File: src/rtl/hex_scan_driver.sv
// Time-multiplexed seven-segment driver with a prescaled digit scan, ghost blanking,
// a frame-synchronous data snapshot with hold, and leading-zero suppression.
module hex_scan_driver #(
  parameter int NUM_DIGITS      = 4,
  parameter int DIV             = 50000,
  parameter int BLANK_CYCLES    = 500,
  parameter bit SEG_ACTIVE_LOW  = 1'b1,
  parameter bit GRID_ACTIVE_LOW = 1'b1
) (
  input  logic                      Clk,
  input  logic                      Reset,
  input  logic [4*NUM_DIGITS-1:0]   data_in,
  input  logic [NUM_DIGITS-1:0]     dp_in,
  input  logic                      blank_lz,
  input  logic                      hold,
  output logic [7:0]                hex_seg,
  output logic [NUM_DIGITS-1:0]     hex_grid,
  output logic                      frame_start
);

  localparam int CW = (DIV > 2) ? $clog2(DIV) : 1;
  localparam int IW = (NUM_DIGITS > 2) ? $clog2(NUM_DIGITS) : 1;
  localparam logic [7:0] SEG_OFF = SEG_ACTIVE_LOW ? 8'hFF : 8'h00;
  localparam logic [NUM_DIGITS-1:0] GRID_OFF = GRID_ACTIVE_LOW ? {NUM_DIGITS{1'b1}} : {NUM_DIGITS{1'b0}};

  function automatic logic [6:0] decode(input logic [3:0] nib);
    logic [6:0] seg;
    case (nib)
      4'h0: seg = 7'h3F;
      4'h1: seg = 7'h06;
      4'h2: seg = 7'h5B;
      4'h3: seg = 7'h4F;
      4'h4: seg = 7'h66;
      4'h5: seg = 7'h6D;
      4'h6: seg = 7'h7D;
      4'h7: seg = 7'h07;
      4'h8: seg = 7'h7F;
      4'h9: seg = 7'h6F;
      4'hA: seg = 7'h77;
      4'hB: seg = 7'h7C;
      4'hC: seg = 7'h39;
      4'hD: seg = 7'h5E;
      4'hE: seg = 7'h79;
      default: seg = 7'h71;
    endcase
    return seg;
  endfunction

  logic [CW-1:0]             cnt_q, cnt_d;
  logic [IW-1:0]             idx_q, idx_d;
  logic [4*NUM_DIGITS-1:0]   snap_q, snap_d;
  logic [NUM_DIGITS-1:0]     dpSnap_q, dpSnap_d;
  logic [7:0]                seg_q, seg_d;
  logic [NUM_DIGITS-1:0]     grid_q, grid_d;
  logic                      frameStart_q, frameStart_d;

  logic                      tick;
  logic                      wrap;
  logic [3:0]                curNibble;
  logic                      curDp;
  logic                      upperZero;
  logic                      ghost;
  logic                      lzBlank;
  logic [NUM_DIGITS-1:0]     gridOnehot;
  logic [7:0]                segActive;
  logic [NUM_DIGITS-1:0]     gridActive;

  // The snapshot only moves on the wrap edge, so a frame never mixes old and new data.
  always_comb begin
    tick         = (cnt_q == CW'(DIV - 1));
    wrap         = tick && (idx_q == IW'(NUM_DIGITS - 1));
    cnt_d        = tick ? '0 : cnt_q + 1'b1;
    idx_d        = idx_q;
    if (tick) begin
      idx_d = wrap ? '0 : idx_q + 1'b1;
    end
    snap_d       = (wrap && !hold) ? data_in : snap_q;
    dpSnap_d     = (wrap && !hold) ? dp_in : dpSnap_q;
    frameStart_d = wrap;
  end

  always_comb begin
    curNibble  = 4'h0;
    curDp      = 1'b0;
    upperZero  = 1'b1;
    gridOnehot = '0;
    for (int j = 0; j < NUM_DIGITS; j++) begin
      if (idx_q == IW'(j)) begin
        curNibble     = snap_q[4*j +: 4];
        curDp         = dpSnap_q[j];
        gridOnehot[j] = 1'b1;
      end
      if ((IW'(j) >= idx_q) && (snap_q[4*j +: 4] != 4'h0)) begin
        upperZero = 1'b0;
      end
    end
    ghost   = (int'(cnt_q) < BLANK_CYCLES);
    lzBlank = blank_lz && (idx_q != '0) && upperZero;
    if (ghost) begin
      segActive  = 8'h00;
      gridActive = '0;
    end else begin
      segActive  = lzBlank ? 8'h00 : {curDp, decode(curNibble)};
      gridActive = gridOnehot;
    end
    seg_d  = SEG_ACTIVE_LOW ? ~segActive : segActive;
    grid_d = GRID_ACTIVE_LOW ? ~gridActive : gridActive;
  end

  always_ff @(posedge Clk or negedge Reset) begin
    if (!Reset) begin
      cnt_q        <= '0;
      idx_q        <= '0;
      snap_q       <= '0;
      dpSnap_q     <= '0;
      seg_q        <= SEG_OFF;
      grid_q       <= GRID_OFF;
      frameStart_q <= 1'b0;
    end else begin
      cnt_q        <= cnt_d;
      idx_q        <= idx_d;
      snap_q       <= snap_d;
      dpSnap_q     <= dpSnap_d;
      seg_q        <= seg_d;
      grid_q       <= grid_d;
      frameStart_q <= frameStart_d;
    end
  end

  assign hex_seg     = seg_q;
  assign hex_grid    = grid_q;
  assign frame_start = frameStart_q;

endmodule

File: config.mk
export PLATFORM = sky130hd
export DESIGN_NAME = hex_scan_driver
export DESIGN_NICKNAME = d
export VERILOG_FILES = /design/src/rtl/hex_scan_driver.sv
export SDC_FILE = /design/constraint.sdc
export NUM_CORES = 1
export LEC_CHECK = 0
export BUFFER_PORTS_ARGS = -buffer_cell sky130_fd_sc_hd__buf_2
export CAP_MARGIN = 25
export CORE_MARGIN = 5
export CORE_UTILIZATION = 55
export CTS_CLUSTER_DIAMETER = 40
export CTS_CLUSTER_SIZE = 30
export DETAILED_ROUTE_END_ITERATION = 12
export PLACE_DENSITY = 0.77
export SYNTH_ARGS = -nofsm -noshare
export SYNTH_HDL_FRONTEND = slang
export SYNTH_SLANG_ARGS = --single-unit
File: constraint.sdc
create_clock -name Clk -period 4.29 [get_ports Clk]
set_input_delay 0.6435 -clock Clk [delete_from_list [all_inputs] [get_ports Clk]]
set_output_delay 0.6435 -clock Clk [all_outputs]
set_load 0.02 [all_outputs]
==> results.sh <==
export IMPL_outcome="completed"
export IMPL_synthSimpleGateAreaFrac_pct=16.1
export IMPL_slowest_stage="nand3b_2"
export IMPL_power_density_mw_per_mm2=266
export IMPL_ff2ff_path_depth=5
export IMPL_final_setup_tns_ns=0
export IMPL_synthMuxAreaShare_pct=12.6
export IMPL_switching_share_pct=21.9
export IMPL_relSlewSlack_pct=34.3
export IMPL_path_clk_slew_ns=0.09
export IMPL_worst_setup_path_end_kind="flop"
export IMPL_grt_ovfl_total=0
export IMPL_ios=37
export IMPL_cts_buffer_depth=2
export IMPL_fin_crit_sh_pct=63.3
export IMPL_slew_viol_final=0
export IMPL_holdBufCountCts=0
export IMPL_vias=1751
export IMPL_synthTopCellsByArea="dfrtp_1 (37%), dfstp_2 (12%), mux2_4 (11%), ha_1 (5.7%), nand2_1 (3.2%)"
export IMPL_grt_antenna_before_repair=0
export IMPL_tightestPinTransition_ns=0.983
export IMPL_start_util_pct=56.1
export IMPL_dp_slack_ns=1.57
export IMPL_power_frac_comb_pct=2.9
export IMPL_grt_pass1_vias=1697
export IMPL_p_seq_share_pct=62.1
export IMPL_cts_buffers=5
export IMPL_wirelength_mm=4.82
export IMPL_worstReg2RegStart="cnt_q[12]"
export IMPL_path_max_fanout=20
export IMPL_syn_inst=222
export IMPL_ys_types=45
export IMPL_coreArea_mm2=0.00466
export IMPL_p_leak_nw=1.42
export IMPL_post_cts_resized=0
export IMPL_vdd_drop_max_uv=180
export IMPL_seq_area_frac_synth_pct=49.4
export IMPL_cts_setup_buffers=0
export IMPL_die_area_mm2=0.00623
export IMPL_syn_to_final_growth_pct=11.6
export IMPL_wl_per_cell_um=15.4
export IMPL_worst_endpoint_arrival_ns=2.91
export IMPL_syn_area_mm2=0.00261
export IMPL_diodes=0
export IMPL_hold_path_class="in -> async"
export IMPL_max_stage_delay_ns=0.67
export IMPL_grt_max_degree=29
export IMPL_cp_cell_sequence="nor4_4 -> nand3_2 -> nor3_4 -> nand3b_2 -> mux2_4"
export IMPL_die_x_um=78.9
export IMPL_gp_congestion=0.846
export IMPL_timing_final_crit_period_ns=2.72
export IMPL_rsz0062_at_grt="no"
export IMPL_portBuffers=36
export IMPL_dp_hpwl_mm=3.58
export IMPL_clkSinkCount=51
export IMPL_cap_violations=0
export IMPL_regToRegSetupSlack_ns=1.57
export IMPL_post_route_util_pct=62.6
export IMPL_finalSetupViolCount=0
export IMPL_vias_per_cell=5.59
export IMPL_clock_skew_ns=0.00946
export IMPL_num_nets_final=294
export IMPL_fin_ws_ns=1.57
export IMPL_synth_adder_area_share_pct=5.75
export IMPL_grt_usage_pct=16.9
export IMPL_synthMostInstantiatedCell="dfrtp_1"
export IMPL_syn_nets=258
export IMPL_cts_tree="yes"
export IMPL_ys_flop_type="dfrtp_1"
export IMPL_fillers=376
export IMPL_cts_max_level=2
export IMPL_final_hold_viol_count=0
export IMPL_synth_seq_cells=51
export IMPL_pwr_share_clk_pct=35.0
export IMPL_p_int_mw=0.605
export IMPL_synth_xor_xnor_area_share_pct=4.36
export IMPL_synth_compound_area_share_pct=8.67
export IMPL_async_flop_share_pct=100
export IMPL_drive_gt1_share_pct=32.4
export IMPL_synthTopCellsByCount="dfrtp_1 (39), nand2_1 (22), mux2_4 (20)"
export IMPL_rows=25
export IMPL_die_h_um=78.9
export IMPL_hold_slack_ns=0.305
export IMPL_critPathRequiredTime_ns=4.48
export IMPL_synth_top_area_share_pct=37.4
export IMPL_ant_nets=0
export IMPL_synth_top_family_by_area="simple AND/OR/NAND/NOR gates"
export IMPL_grt_pass1_wl_mm=8.12
export IMPL_critical_path_class="reg -> reg"
export IMPL_drc=0
export IMPL_avgSynthCellArea_um2=11.8
export IMPL_ys_warn_count=0
export IMPL_synth_edff_count=0
export IMPL_fmax_mhz=368
export IMPL_worst_setup_path_start_kind="flop"
export IMPL_cts_root_buf="clkbuf_8"
export IMPL_drt_initial_drc_count=102
export IMPL_p_sw_mw=0.169
export IMPL_reg2reg_to="dpSnap_q[0]"
export IMPL_synth_area_leader_cell="dfrtp_1"
export IMPL_drt_pass1_iter_count=4
export IMPL_insertion_delay_ns=0.31
metal layers:
layer / GRT usage (%) / part of all wire [%] / routed length (um) / vias up
met5: 0 / 0 / 0 / -
met3: 4.08 / 4.7 / 224 / 9
met1: 23.8 / 49 / 2350 / 844
met2: 25.3 / 45 / 2150 / 45
li1: - / - / - / 853
met4: 6.70 / 1.9 / 93 / 0
metrics by stage:
stage / std cells / area [um^2] / total power [mW]
6_report: 313 / 2920 / 0.775
5_1_grt: 313 / 2920 / 0.811
4_1_cts: 313 / 2920 / 0.784
3_5_place_dp: 305 / 2830 / 0.514
3_3_place_gp: 304 / 2810 / 0.511
2_1_floorplan: 222 / 2610 / 0.491
power groups by stage:
stage	registers, mW	logic, mW	clock network (mW)
after global placement	0.490	0.0209	0
after global routing	0.481	0.0263	0.303
after CTS	0.481	0.0237	0.280
final	0.481	0.0228	0.271
after detailed placement	0.490	0.0237	0
after floorplan	0.490	0.00123	0
cells by family (layout without fill, tap and decap cells):
logic type	Yosys count	in the layout
AND/OR/NAND/NOR	76	76
multiplexers	23	23
XOR/XNOR	13	13
buffers and inverters	16	53
AO/OA/AOI/OAI	31	31
adder cells (fa/ha/maj)	12	12
flip-flops	51	51
worst max path at each step:
stage                     startpoint          end  slack, ns  cells after the start
after floorplan             idx_q[0]   hex_seg[3]       2.17                     10
after global placement     cnt_q[12]    snap_q[0]       1.65                      5
after detailed placement   cnt_q[12]  dpSnap_q[3]       1.57                      5
after CTS                  cnt_q[12]   snap_q[12]       1.56                      5
after global routing       cnt_q[12]   snap_q[11]       1.40                      5
final                      cnt_q[12]  dpSnap_q[0]       1.57                      5
worst max-delay path: cells and delay by family (launching register included):
family | cells | cell delay, ns
muxes | 1 | 0.51
DFF | 1 | 0.45
and+or+nand+nor | 4 | 1.64
cell usage in the layout, fill, tap and decap left out, types with 7 or more instances in the layout:
| cell type | netlist | final |
|---|---|---|
| xnor2_1 | 7 | 7 |
| nor2_1 | 15 | 15 |
| nand2_1 | 22 | 22 |
| dfrtp_1 | 39 | 39 |
| buf_2 | 4 | 36 |
| dfstp_2 | 12 | 12 |
| inv_1 | 8 | 8 |
| ha_1 | 12 | 12 |
| nand3_1 | 7 | 7 |
| mux2_4 | 20 | 20 |
state kept, by name, summed over array words and instances, names as in the netlist:
| signal | flops |
|---|---|
| cnt_q | 16 |
| snap_q | 16 |
| hex_seg | 8 |
| dpSnap_q | 4 |
| hex_grid | 4 |
| idx_q | 2 |
| frame_start | 1 |
area by class of cell:
type	instances	area, um^2	area share [%]
repair buffers	37	200	6.87
flip-flops and latches	51	1290	44.3
inverters	8	30.0	1.03
well taps	54	67.6	2.32
clock buffers	6	72.6	2.49
clock inverters	2	12.5	0.429
multi-input cells	155	1240	42.6
Note: power is estimated with default switching activity, not from simulation.
